### config.mk
export PLATFORM = sky130hd
export DESIGN_NAME = mult_unit
export DESIGN_NICKNAME = d
export VERILOG_FILES = /design/src/rtl/mult_pkg.sv /design/src/rtl/adder_n.sv /design/src/rtl/mult_unit.sv
export SDC_FILE = /design/constraint.sdc
export NUM_CORES = 1
export LEC_CHECK = 0
export ABC_CLOCK_PERIOD_IN_PS = 3940
export BUFFER_PORTS_ARGS = -buffer_cell sky130_fd_sc_hd__buf_2
export CORE_ASPECT_RATIO = 0.6
export CORE_UTILIZATION = 55
export DETAILED_ROUTE_END_ITERATION = 6
export PLACE_DENSITY = 0.76
export SYNTH_ARGS = -nofsm -noshare
export SYNTH_HDL_FRONTEND = slang
export SYNTH_SLANG_ARGS = --single-unit
### constraint.sdc
create_clock -name clk -period 3.94 [get_ports clk]
set_clock_uncertainty 0.15 [all_clocks]
set_input_delay 1.182 -clock clk [delete_from_list [all_inputs] [get_ports clk]]
set_output_delay 1.182 -clock clk [all_outputs]
set_load 0.05 [all_outputs]
### src/rtl/mult_pkg.sv
// Shared definitions for the sequential shift-add multiplier: state encoding
// and the default operand width.
package mult_pkg;

    localparam int MULT_WIDTH = 32;

    typedef enum logic [1:0] {
        IDLE = 2'd0,
        RUN  = 2'd1,
        SIGN = 2'd2,
        DONE = 2'd3
    } mult_state_e;

endpackage

### src/rtl/adder_n.sv
// Plain WIDTH-bit adder with carry-out, used for the partial-product add.
module adder_n #(
    parameter int WIDTH = 32
) (
    input  logic [WIDTH-1:0] a_i,
    input  logic [WIDTH-1:0] b_i,
    output logic [WIDTH-1:0] sum_o,
    output logic             cout_o
);

    assign {cout_o, sum_o} = {1'b0, a_i} + {1'b0, b_i};

endmodule

### src/rtl/mult_unit.sv
// MIPS-style MULT/MULTU: magnitudes are multiplied by WIDTH shift-add steps,
// then the sign is applied in one extra cycle before hi/lo are updated.
module mult_unit
    import mult_pkg::*;
#(
    parameter int WIDTH = MULT_WIDTH
) (
    input  logic              clk,
    input  logic              rst_n,
    input  logic              start,
    input  logic              is_signed,
    input  logic [WIDTH-1:0]  a,
    input  logic [WIDTH-1:0]  b,
    input  logic              clear,
    output logic              busy,
    output logic              done,
    output logic [WIDTH-1:0]  hi,
    output logic [WIDTH-1:0]  lo,
    output mult_state_e       dbg_state
);

    mult_state_e        state_q;
    logic [WIDTH-1:0]   cnt_q;
    logic [WIDTH-1:0]   mcand_q;
    logic [2*WIDTH-1:0] acc_q;
    logic               neg_q;
    logic [WIDTH-1:0]   hi_q;
    logic [WIDTH-1:0]   lo_q;

    logic [WIDTH-1:0]   a_abs_d;
    logic [WIDTH-1:0]   b_abs_d;
    logic               neg_d;
    logic [WIDTH-1:0]   add_b_w;
    logic [WIDTH-1:0]   add_sum_w;
    logic               add_co_w;
    logic [2*WIDTH-1:0] acc_d;
    logic [2*WIDTH-1:0] result_d;

    // Signed operands are reduced to magnitudes; 0x80..0 maps to 2^(WIDTH-1).
    assign a_abs_d = (is_signed && a[WIDTH-1]) ? ('0 - a) : a;
    assign b_abs_d = (is_signed && b[WIDTH-1]) ? ('0 - b) : b;
    assign neg_d   = is_signed & (a[WIDTH-1] ^ b[WIDTH-1]);

    assign add_b_w = acc_q[0] ? mcand_q : '0;

    adder_n #(.WIDTH(WIDTH)) u_pp_add (
        .a_i    (acc_q[2*WIDTH-1:WIDTH]),
        .b_i    (add_b_w),
        .sum_o  (add_sum_w),
        .cout_o (add_co_w)
    );

    // The carry re-enters at the top as {carry,acc} shifts right by one.
    assign acc_d    = {add_co_w, add_sum_w, acc_q[WIDTH-1:1]};
    assign result_d = neg_q ? ('0 - acc_q) : acc_q;

    always_ff @(posedge clk or negedge rst_n) begin
        if (!rst_n) begin
            state_q <= IDLE;
            cnt_q   <= '0;
            mcand_q <= '0;
            acc_q   <= '0;
            neg_q   <= 1'b0;
            hi_q    <= '0;
            lo_q    <= '0;
        end else if (clear) begin
            state_q <= IDLE;
            cnt_q   <= '0;
        end else begin
            case (state_q)
                IDLE, DONE: begin
                    if (start) begin
                        mcand_q <= a_abs_d;
                        acc_q   <= {{WIDTH{1'b0}}, b_abs_d};
                        neg_q   <= neg_d;
                        cnt_q   <= '0;
                        state_q <= RUN;
                    end else begin
                        state_q <= IDLE;
                    end
                end
                RUN: begin
                    acc_q <= acc_d;
                    if (cnt_q == WIDTH'(WIDTH - 1)) begin
                        cnt_q   <= '0;
                        state_q <= SIGN;
                    end else begin
                        cnt_q <= cnt_q + WIDTH'(1);
                    end
                end
                SIGN: begin
                    hi_q    <= result_d[2*WIDTH-1:WIDTH];
                    lo_q    <= result_d[WIDTH-1:0];
                    state_q <= DONE;
                end
                default: state_q <= IDLE;
            endcase
        end
    end

    assign busy      = (state_q == RUN) || (state_q == SIGN);
    assign done      = (state_q == DONE);
    assign hi        = hi_q;
    assign lo        = lo_q;
    assign dbg_state = state_q;

endmodule

==> results of run 1 <==
kinds of logic (layout without fill, tap and decap cells):
family | after synthesis | count (layout)
AOI/OAI and AO/OA | 416 | 416
buffers and inverters | 105 | 237
muxes | 10 | 10
adders and majority gates | 40 | 40
and+or+nand+nor | 558 | 558
DFF | 195 | 195
xor gates and xnor gates | 166 | 166
final cells by class:
type                       instances  area [um2]  share of cell area, %
timing repair buffer             170         982                   6.97
multi-input combinational       1190        7120                   50.5
tap                              286         358                   2.54
clock buffer                      19         443                   3.14
inverter                          35         131                  0.933
sequential                       195        4880                   34.6
clock inverter                    13         174                   1.23
cell usage in the layout, fill, tap and decap left out, drive strengths merged, types with 4 or more instances in the layout:
cell type  synthesis  routed
nand3             35      35
o21bai             5       5
nand2            248     248
nor3              24      24
clkinv             1       4
o21ai            219     219
a21oi             77      77
nand4             24      24
o221ai             4       4
ha                39      39
or4               17      17
or3               17      17
clkbuf            65      20
o211ai             6       6
xnor2             50      50
nand2b             5       5
and3               9       9
dfrtp            195     195
o31ai             38      38
buf                4     169
nor2b              7       7
mux2i              9       9
inv               34      38
a21o              10      10
nor2             100     100
xor2             116     116
a31oi             14      14
and2              37      37
o41ai             13      13
nor4              17      17
a211oi             4       4
or2                7       7
sequential cells by signal (all words and copies together) (netlist names):
signal and flops:
acc_q 64, hi 32, neg_q 1, cnt_q 32, dbg_state 2, lo 32
mcand_q 32
worst reg2reg max path, cell delays in order, from the launching register on:
cell and delay [ns]:
dfrtp_1 0.53, buf_4 0.26, and2_1 0.16, ha_1 0.40, a21oi_1 0.26, o21ai_0 0.24, a211oi_1 0.40, a2111oi_0 0.21
or3b_2 0.47, a221o_1 0.33
power by group through the flow:
stage                     combinational (mW)  sequential (mW)  clock (mW)
after global placement                  5.00             3.46           0
after CTS                               5.12             3.46        1.87
after global routing                    5.67             3.57        1.95
final                                   5.19             3.47        1.85
after floorplan                         2.92             4.14           0
after detailed placement                5.09             3.48           0
metal layers:
layer | share of wire (%) | vias up | routed length, um
met2 | 39 | 416 | 13600
met3 | 8.4 | 27 | 2910
met1 | 51 | 5335 | 17700
met4 | 0.82 | 2 | 283
li1 | - | 5487 | -
met5 | 0.038 | - | 13
worst paths after layout:
path                             start           to  cells after the start
setup / recovery              acc_q[0]    acc_q[62]                      9
hold / removal             mcand_q[16]  mcand_q[16]                      2
setup reg to reg              acc_q[0]    acc_q[62]                      9
hold reg to reg            mcand_q[16]  mcand_q[16]                      2
max in group asynchronous        rst_n  mcand_q[30]                      2
min in group asynchronous        rst_n       lo[14]                      1
stage by stage:
step	setup WS [ns]	power, mW	hold slack [ns]
floorplan	0.556	7.06	0.292
global placement	0.306	8.47	0.306
detailed placement	0.196	8.57	0.315
CTS	0.481	10.4	0.331
global route	0.203	11.2	0.351
finish	0.432	10.5	0.325
==> results.md, run 1 <==
* Status: completed
* Max Slew Vio Count at 0
* Setup Fix Bufs, Post-CTS at 0
* Drt via density at 5.91
* Core area at 22100 um2
* R2r setup slk at 0.43 ns
* Post-synth top area cell: dfrtp_1
* Top flip-flop cell by instance count after synthesis: dfrtp_1
* CTS tree: yes
* Hold Crit Class: flop to flop
* CP Launch Type: flop
* Chip Height at 118 um
* Cell Area, Placed at 13500 um2
* CTS buffer count at 17
* Layout cell share with drive strength beyond 1 at 13.6%
* Sink Count at 195
* Fin. Hold Viols at 0
* Fin area at 14100 um2
* Global Route met1 Usage at 49.4%
* GRT overflow at 0
* Slew Limit Headroom at 45.9%
* First-pass GRT wire length at 56200 um
* Clock Root Buffer: clkbuf_16
* Post-DP HPWL at 25900 um
* Nets at 1718
* Post-synth net total at 1599
* Cell variety after synth at 62
* Unrepaired setup endpoints after global routing: no
* Max IR drop VDD at 619 uV
* Worst Setup End Kind: flop
* Final period utilization at 89.0%
* Synth area leaders: dfrtp_1 39%, o21ai_0 8.8%, xor2_1 8.2%
* DRT iter0 DRCs at 1054
* Crit-path max cell delay at 0.53 ns
* Clock group share of total power at 17.6%
* Worst Path Arrival at 3.70 ns
* Total negative slack at 0 ns
* Main combinational cell family by area after synthesis: simple AND/OR/NAND/NOR gates
* Filler Cell Count at 1915
* Routability Congestion at 0.954
* Synth warnings at 0
* Die area at 23200 um2
* # diodes at 0
* Vias in the first global route at 10300
* GRT met2 Usage at 40.6%
* Psw at 5.16 mW
* CP cell instances: buf_4 -> and2_1 -> ha_1 -> a21oi_1 -> o21ai_0 -> a211oi_1 -> a2111oi_0 -> or3b_2 -> a221o_1
* Post-Synth Adder-Cell Area at 4.09%
* Initial Utilization at 56.3%
* Min Tclk post-route at 3.51 ns
* Post-synthesis compound-gate area fraction at 19.5%
* Post-Synth XOR/XNOR Area at 11.7%
* Simple-gate portion of the synthesized area at 21.1%
* FFs w/ async S/R, synth at 100%
* Cell area power density at 746 nW/um2
* Setup violators final at 0
* Global route hottest layer: met1
* WL per Instance at 18.1 um
* CTS Hold Bufs at 0
* Placed Cells incl. Taps at 1876
* Clock latency on the worst-skew pair at 0.46 ns
* Routed Wire Length at 34500 um
* Syn Area/Cell at 8.33 um2
* Buffers on Ports at 136
* Share of the synthesized area in the top cell type at 39.3%
* Post-cts resize count at 0
* Largest net degree at the start of global routing at 91
* Crit path buf inv count at 1
* Initial antenna violation count at 1
* WP data required at 4.13 ns
* Sw frac at 49.1%
* Clock tree buffer depth at 2
* EDFF count, synth at 0
* Seq/Total Area, Yosys at 39.3%
* Cell leakage power at 6.37 nW
* #FFs+latches synth at 195
* Gate power share at 49.4%
* Mapped cell area at 12400 um2
* MaxCap Viol Count at 0
* Post-route insts no fill at 1908
* Mux cell area share after synthesis at 0.816%
* Post-synth top cells: 247 x nand2_1, 218 x o21ai_0, 195 x dfrtp_1
* Area growth syn-to-layout at 13.4%
* IO Pins at 137
* Family with the most delay on the worst path: compound AO/OA/AOI/OAI gates
* Global routing usage on met3 at 8.93%
* Remaining antenna violation count after routing at 0
* DRT Pass-1 Iters at 5
* DRC at 0
* Crit Path Max Fanout at 20
* Part of the power in registers at 33.1%
* Worst slew pin tran at 0.812 ns
* Slowest CP cell: dfrtp_1
* Vias at 11300
* Util after Layout at 63.8%
* Worst-path clk slew at 0.07 ns
* Htree depth at 4
* FMAX at 285 MHz
* Die width at 196 um
* Cell with the most instances after synthesis: nand2_1
* Internal Power at 5.34 mW
* Core Rows at 42
* Syn Inst Count at 1490
* Total GRT Usage at 30.9%
* Crit path kind: flop to flop
Note: power is estimated with default switching activity, not from simulation.
==> inputs of run 2 (changes only) <==
--- a/config.mk
+++ b/config.mk
@@ -6,11 +6,10 @@
 export NUM_CORES = 1
 export LEC_CHECK = 0
 export ABC_CLOCK_PERIOD_IN_PS = 3940
-export BUFFER_PORTS_ARGS = -buffer_cell sky130_fd_sc_hd__buf_2
+export BUFFER_PORTS_ARGS = -buffer_cell sky130_fd_sc_hd__clkbuf_2
 export CORE_ASPECT_RATIO = 0.6
-export CORE_UTILIZATION = 55
+export CORE_UTILIZATION = 35
 export DETAILED_ROUTE_END_ITERATION = 6
-export PLACE_DENSITY = 0.76
 export SYNTH_ARGS = -nofsm -noshare
 export SYNTH_HDL_FRONTEND = slang
 export SYNTH_SLANG_ARGS = --single-unit
==> results.md, run 2 (synthesized netlist as in run 1, its figures left out) <==
* Leading cell type in the layout, fill and taps excluded: nand2_1 (unchanged)
* Setup violators final at 0 (unchanged)
* MaxCap Viol Count at 0 (unchanged)
* Max Slew Vio Count at 0 (unchanged)
* Post-DP HPWL at 28300 um (was 25900 um)
* FMAX at 285 MHz (about the same)
* Fin area at 14300 um2 (was 14100 um2)
* Worst Setup SP: acc_q[0] (unchanged)
* Clock latency on the worst-skew pair at 0.46 ns (about the same)
* # diodes at 0 (unchanged)
* Fin. Hold Viols at 0 (unchanged)
* FF-to-FF End: acc_q[56] (was acc_q[62])
* Max IR drop VDD at 488 uV (was 619 uV)
* FF-to-FF path depth at 9 (unchanged)
* WL per Instance at 17.8 um (was 18.1 um)
* Area growth syn-to-layout at 15.2% (was 13.4%)
* Util after Layout at 40.9% (was 63.8%)
* Initial antenna violation count at 0 (was 1)
* DRT Pass-1 Iters at 5 (unchanged)
* Die area at 36300 um2 (was 23200 um2)
* Post-route insts no fill at 2087 (was 1908)
* Total GRT Usage at 20.8% (was 30.9%)
* DRC at 0 (unchanged)
* Die width at 245 um (was 196 um)
* Cell area power density at 745 nW/um2 (was 746 nW/um2)
* Crit path kind: flop to flop (unchanged)
* Initial Utilization at 35.5% (was 56.3%)
* Clock tree buffer depth at 2 (unchanged)
* Setup crit end: acc_q[56] (was acc_q[62])
* DRT iter0 DRCs at 922 (was 1054)
* Core Rows at 53 (was 42)
* Clock Root Buffer: clkbuf_16 (unchanged)
* CTS tree: yes (unchanged)
* Max reg flops at 64 (unchanged)
* Worst Path Arrival at 3.63 ns (was 3.70 ns)
* Worst Setup End Kind: flop (unchanged)
* Total negative slack at 0 ns (unchanged)
* Drt via density at 5.34 (was 5.91)
* Most frequent cells in the layout: 247 x nand2_1, 217 x o21ai_0, 195 x dfrtp_1 (unchanged)
* Routed Wire Length at 37100 um (was 34500 um)
* CP Launch Type: flop (unchanged)
* First-pass GRT wire length at 58400 um (was 56200 um)
* CTS Hold Bufs at 0 (unchanged)
* Nets at 1716 (was 1718)
* Crit Path Max Fanout at 13 (was 20)
* Unrepaired setup endpoints after global routing: no (unchanged)
* Remaining antenna violation count after routing at 0 (unchanged)
* Layout cell share with drive strength beyond 1 at 13.5% (was 13.6%)
* Worst-path clk slew at 0.07 ns (about the same)
* Status: completed (unchanged)
* Vias at 11100 (was 11300)
* Vias in the first global route at 10200 (was 10300)
* Hold Crit Class: flop to flop (unchanged)
* WP data required at 4.06 ns (was 4.13 ns)
* Htree depth at 4 (unchanged)
* Buffers on Ports at 136 (unchanged)
* Core area at 34900 um2 (was 22100 um2)
* R2r setup slk at 0.43 ns (about the same)
* Cell leakage power at 6.35 nW (was 6.37 nW)
* Min Tclk post-route at 3.51 ns (about the same)
* Final period utilization at 89.1% (was 89.0%)
* GRT overflow at 0 (unchanged)
* Largest net degree at the start of global routing at 94 (was 91)
* Sink Count at 195 (unchanged)
* IO Pins at 137 (unchanged)
* Chip Height at 148 um (was 118 um)
* Worst slew pin tran at 1.29 ns (was 0.812 ns)
* CTS buffer count at 17 (unchanged)
* Setup Fix Bufs, Post-CTS at 0 (unchanged)
* Largest Register: acc_q (unchanged)
* Post-cts resize count at 0 (unchanged)
* Cell Area, Placed at 13700 um2 (was 13500 um2)
* Critical R2R Launch: acc_q[0] (unchanged)
* Placed Cells incl. Taps at 2055 (was 1876)
* Routability Congestion at 0.955 (was 0.954)
* Slew Limit Headroom at 13.7% (was 45.9%)
run 2: how the worst min path moves through the flow:
stage	startpoint	end	depth (start not counted)
2_1_floorplan	mcand_q[0]	mcand_q[0]	2
4_1_cts	mcand_q[14]	mcand_q[14]	2
3_5_place_dp	mcand_q[14]	mcand_q[14]	2
5_1_grt	mcand_q[14]	mcand_q[14]	2
3_3_place_gp	mcand_q[5]	mcand_q[5]	2
6_report	mcand_q[6]	mcand_q[6]	2
run 2: report_power, final:
part	switching [mW]	total [mW]	leakage, nW	internal (mW)
clock	0.845	1.87	0.298	1.02
sequential	0.767	3.46	2.56	2.70
combinational	3.70	5.33	3.49	1.63
run 2: layout make-up:
type	instances	area, um2
Clock buffer	18	439
Clock inverter	14	176
Fill cell	3539	20600
Inverter	35	131
Multi-Input combinational cell	1190	7120
Sequential cell	195	4880
Tap cell	467	584
Timing Repair Buffer	168	980
run 2: critical path, stage by stage, from the launching register on:
cell and delay [ns]:
dfrtp_1 0.48, and2_1 0.19, ha_1 0.37, a21oi_1 0.27, o21ai_0 0.21, a221oi_1 0.65, a311oi_1 0.30, a221oi_1 0.38
xor2_1 0.20, o21ai_0 0.11
run 2: per-stage QoR:
stage,power (mW),worst slack [ns],hold slack [ns]
after floorplan,7.06,0.556,0.292
after global placement,8.71,0.281,0.307
after detailed placement,8.79,0.209,0.316
after CTS,10.7,0.510,0.333
after global routing,11.4,0.213,0.356
final,10.7,0.430,0.327
run 2: per-layer routing:
metal | GRT usage [%] | share of wire, %
met1 | 33.2 | 53
met3 | 4.54 | 5.6
met5 | 0 | 0
met2 | 27.5 | 40
met4 | 4.59 | 1.4
